===== config.mk =====
export PLATFORM = sky130hd
export DESIGN_NAME = wave_param_bank
export DESIGN_NICKNAME = d
export VERILOG_FILES = /design/src/rtl/wave_param_bank.sv
export SDC_FILE = /design/constraint.sdc
export NUM_CORES = 2
export LEC_CHECK = 0
export CORE_AREA = 5 5 602 604
export DETAILED_ROUTE_END_ITERATION = 16
export DIE_AREA = 0 0 607 609
export GPL_TIMING_DRIVEN = 0
export SYNTH_ARGS = -nofsm -noshare
export SYNTH_HDL_FRONTEND = slang
export SYNTH_SLANG_ARGS = --single-unit
export TNS_END_PERCENT = 10

===== constraint.sdc =====
create_clock -name clk -period 2.6 [get_ports clk]
set_input_delay 0.52 -clock clk [delete_from_list [all_inputs] [get_ports clk]]
set_output_delay 0.52 -clock clk [all_outputs]
set_load 0.005 [all_outputs]

===== src/rtl/wave_param_bank.sv =====
// Double-buffered 32-channel parameter bank: host writes land in a shadow bank,
// and a commit copies the whole shadow bank to the active outputs on a frame tick.
module wave_param_bank #(
  parameter int NCH = 32,
  parameter int W   = 16
) (
  input  logic                     clk,
  input  logic                     reset,
  input  logic                     wr_en,
  input  logic [$clog2(NCH)-1:0]   wr_chan,
  input  logic [1:0]               wr_field,
  input  logic [W-1:0]             wr_data,
  input  logic                     commit,
  input  logic                     sample_tick,
  output logic [NCH*W-1:0]         amps,
  output logic [NCH*W-1:0]         offsets,
  output logic [NCH*W-1:0]         phasewords,
  output logic                     commit_pending,
  output logic                     commit_done,
  output logic                     wr_err
);

  typedef enum logic {
    IDLE,
    ARMED
  } state_t;

  localparam logic [1:0] FIELD_AMP    = 2'd0;
  localparam logic [1:0] FIELD_OFFSET = 2'd1;
  localparam logic [1:0] FIELD_PHASE  = 2'd2;
  localparam logic [1:0] FIELD_RSVD   = 2'd3;

  state_t state;

  logic [W-1:0] sh_amp    [NCH];
  logic [W-1:0] sh_offset [NCH];
  logic [W-1:0] sh_phase  [NCH];

  logic apply;

  // A commit is published on the first tick at or after it; a tick alone does nothing.
  always_comb begin
    apply = 1'b0;
    if (sample_tick) begin
      apply = (state == ARMED) || commit;
    end
  end

  // Shadow bank: one field of one channel per cycle, reserved field is ignored.
  always_ff @(posedge clk) begin
    if (reset) begin
      for (int i = 0; i < NCH; i++) begin
        sh_amp[i]    <= '0;
        sh_offset[i] <= '0;
        sh_phase[i]  <= '0;
      end
      wr_err <= 1'b0;
    end else begin
      wr_err <= wr_en && (wr_field == FIELD_RSVD);
      if (wr_en) begin
        case (wr_field)
          FIELD_AMP:    sh_amp[wr_chan]    <= wr_data;
          FIELD_OFFSET: sh_offset[wr_chan] <= wr_data;
          FIELD_PHASE:  sh_phase[wr_chan]  <= wr_data;
          default:      ;
        endcase
      end
    end
  end

  // Active bank copies the pre-write shadow contents, so a same-edge write waits for the next commit.
  always_ff @(posedge clk) begin
    if (reset) begin
      amps       <= '0;
      offsets    <= '0;
      phasewords <= '0;
    end else if (apply) begin
      for (int i = 0; i < NCH; i++) begin
        amps[i*W +: W]       <= sh_amp[i];
        offsets[i*W +: W]    <= sh_offset[i];
        phasewords[i*W +: W] <= sh_phase[i];
      end
    end
  end

  // Commit state machine with registered pending/done flags.
  always_ff @(posedge clk) begin
    if (reset) begin
      state          <= IDLE;
      commit_pending <= 1'b0;
      commit_done    <= 1'b0;
    end else begin
      commit_done <= apply;
      case (state)
        IDLE: begin
          if (commit && !sample_tick) begin
            state          <= ARMED;
            commit_pending <= 1'b1;
          end else begin
            commit_pending <= 1'b0;
          end
        end
        ARMED: begin
          if (sample_tick) begin
            state          <= IDLE;
            commit_pending <= 1'b0;
          end else begin
            commit_pending <= 1'b1;
          end
        end
        default: begin
          state          <= IDLE;
          commit_pending <= 1'b0;
        end
      endcase
    end
  end

endmodule


==> impl_metrics.py <==
metrics = {
    "logic_synthesis": {
        "avgSynthCellArea_sq_um": 10.4,
        "ys.flop_type": "dfxtp_1",
        "ys_types": 31,
        "synth-seq-cells": 3075,
        "yosys_warnings": 0,
        "ys_seq_area_share_pct": 71.8,
        "synth_edf_count": 1536,
        "syn_area_sq_um": 107000,
        "postSynthCellCount": 10300,
        "synthArstFlopShare_pct": 0,
        "synth.net_count": 10300,
    },
    "timing": {
        "finalCriticalPeriod_ns": 2.77,
        "rsz0062_at_grt": "true",
        "setup_slack_ns": -0.172,
        "clock_skew_ns": 0.0715,
        "hold_violations": 0,
        "setup_viol": 155,
        "fmax_mhz": 361,
        "maxSlewViolCount": 11,
        "min_period_over_period_pct": 107,
        "timing.slew.headroom_pct": -1.53,
        "worst_slew_pin_slew_ns": 1.52,
    },
    "worst_hold_path": {
        "hold_class": "in2reg",
    },
    "global_routing": {
        "grt_overflow": 0,
        "grt_pass1_wl_um": 700000,
        "grt_max_degree": 17,
        "grt_use_total_pct": 28.0,
        "antenna_found_initial": 81,
        "grt_pass1_vias": 79400,
    },
    "clocking": {
        "clock_latency_ns": 0.95,
        "root_buffer": "clkbuf_16",
        "cts_made_buffers": 331,
        "clkSlewWorstSetupHoldPaths_ns": 0.06,
        "clock-sinks": 3075,
        "clockBufferDepth": 4,
        "htreeDepth": 5,
        "hold_buffers": 0,
        "tritoncts": "yes",
    },
    "pwr": {
        "p_leak_nw": 47.8,
        "irDropWorstVdd_uv": 519,
        "powerDensity_nw_per_um2": 789,
    },
    "floorplanning": {
        "ioPinCount": 1567,
        "rows": 220,
        "die_w_um": 607,
        "die-area_sq_um": 370000,
        "core-area_sq_um": 357000,
        "die_y_um": 609,
        "initial_core_util_pct": 30.0,
    },
    "place": {
        "hpwl_um": 408000,
        "dp.cells": 16700,
        "post-place-ws_ns": -1.87,
        "portBuffers": 1565,
        "gp_congestion": 0.895,
    },
    "setup_path": {
        "critical_path_class": "in2reg",
        "end_kind": "flip-flop",
        "cp.required_ns": 3.16,
        "worstPathArrival_ns": 3.33,
        "cp-start-kind": "input pin",
        "path_max_fanout": 10,
    },
    "finish": {
        "layout_commonest_cell": "nand2_1",
        "nNetsFinal": 12200,
        "fill_cells": 35000,
        "area_delta_synth_final_pct": 30.7,
        "instances_no_fill": 17300,
        "layout-drive-gt1-share_pct": 9.42,
        "final_cell_mix": "nand2_1, nor2_1, dfxtp_1",
    },
    "route": {
        "firstDrtPassIters": 8,
        "ant_nets": 0,
        "num_vias": 85300,
        "via_per_inst": 4.92,
        "wl_per_cell_um": 31.2,
        "drt_wl_total_um": 541000,
        "drc_errors": 0,
        "drt_iter0_markers": 9688,
    },
    "flow_run": {
        "cap_violations": 1,
    },
    "outcome": {
        "violations": "max-capacitance violations, max-slew violations, negative setup slack",
        "status": "finished, violations left",
    },
}
-- registers in the layout (all words and copies together), names as in the netlist --
| signal | flops |
|---|---|
| amps | 512 |
| phasewords | 512 |
| sh_offset | 512 |
| wr_err | 1 |
| offsets | 512 |
| state | 1 |
| commit_done | 1 |
| sh_phase | 512 |
| sh_amp | 512 |
-- timing repair --
item                       in CTS  in global routing
cloned                          0                  0
gates resized for setup       149                 90
setup buffers                   2                  0
setup endpoints to repair    2831                844
pin swaps                       1                  0
-- where the power goes --
part | switching [W] | internal [W]
clock network | 0.0207 | 0.0263
registers | 0.00146 | 0.0533
logic | 0.00562 | 0.00318
-- per-stage QoR --
| step | utilization [%] | instance area, sq um | hold slack [ns] | total power (W) | TNS, ns |
|---|---|---|---|---|---|
| floorplan | - | 107000 | 0.453 | 0.0584 | 0 |
| global placement | 36.1 | 129000 | 0.442 | 0.0644 | -5547.36 |
| detailed placement | 36.2 | 129000 | 0.446 | 0.0645 | -4843.95 |
| CTS | 39.2 | 140000 | 0.191 | 0.111 | -23.56 |
| global route | 39.2 | 140000 | 0.246 | 0.114 | -2.37 |
| finish | 39.3 | 140000 | 0.273 | 0.111 | -4.73 |
-- metal layers --
metal  vias up  track usage, %  routed length (um)  share of wire, %
met4         4            14.4               34300               6.3
met5         -           0.235                  26            0.0048
met1     42300            34.8              210000                39
met3       931            7.54               51300               9.5
met2      4239            44.5              246000                45
li1      37800               -                   -                 -
-- final timing paths --
path,slack [ns],to,start,cells past startpoint
setup reg to reg,-0.08,phasewords[430],state,7
hold reg to reg,0.45,phasewords[223],phasewords[223],2
hold / removal,0.27,state,sample_tick,2
setup / recovery,-0.17,sh_offset[31][15],wr_field[1],5
-- worst max-delay path, stage by stage --
cell,delay [ns]
clkdlybuf4s50_1,0.59
and4bb_2,0.30
nand2_1,0.52
buf_1,0.95
nor2_1,0.44
-- layout make-up --
class                      count  area [sq um]  share of cell area, %
antenna                       45           113                 0.0803
buffer                       851          4010                   2.86
clock buffer                 471          9320                   6.65
clock inverter               144          1330                  0.949
multi-input combinational   6385         26600                   19.0
sequential                  3075         76900                   54.9
tap                         4773          5970                   4.26
timing repair buffer        1576         15900                   11.3
-- logic make-up (layout without fill, tap and decap cells) --
kind of cell           Yosys count  count (layout)  synth area share, %
other                            0              45                    0
AOI/OAI and AO/OA             1634            1634                 7.86
and+or+nand+nor               4751            4751                 16.8
buffers and inverters          851            3042                 3.61
DFF                           3075            3075                 71.8
-- cells in the mapped netlist (3+ instances only) --
library cell	number	area share (%)
nand2_1	3152	11
nor2_1	1570	5.5
dfxtp_1	1539	29
a21oi_1	1536	7.2
edfxtp_1	1536	43
buf_2	534	2.5
clkbuf_1	289	1.0
a21o_1	96	0.67
buf_1	26	0.091
and3b_1	3	0.025
nand3b_1	3	0.021
nor3b_2	3	0.035
Power figures use the tool's default switching activity.
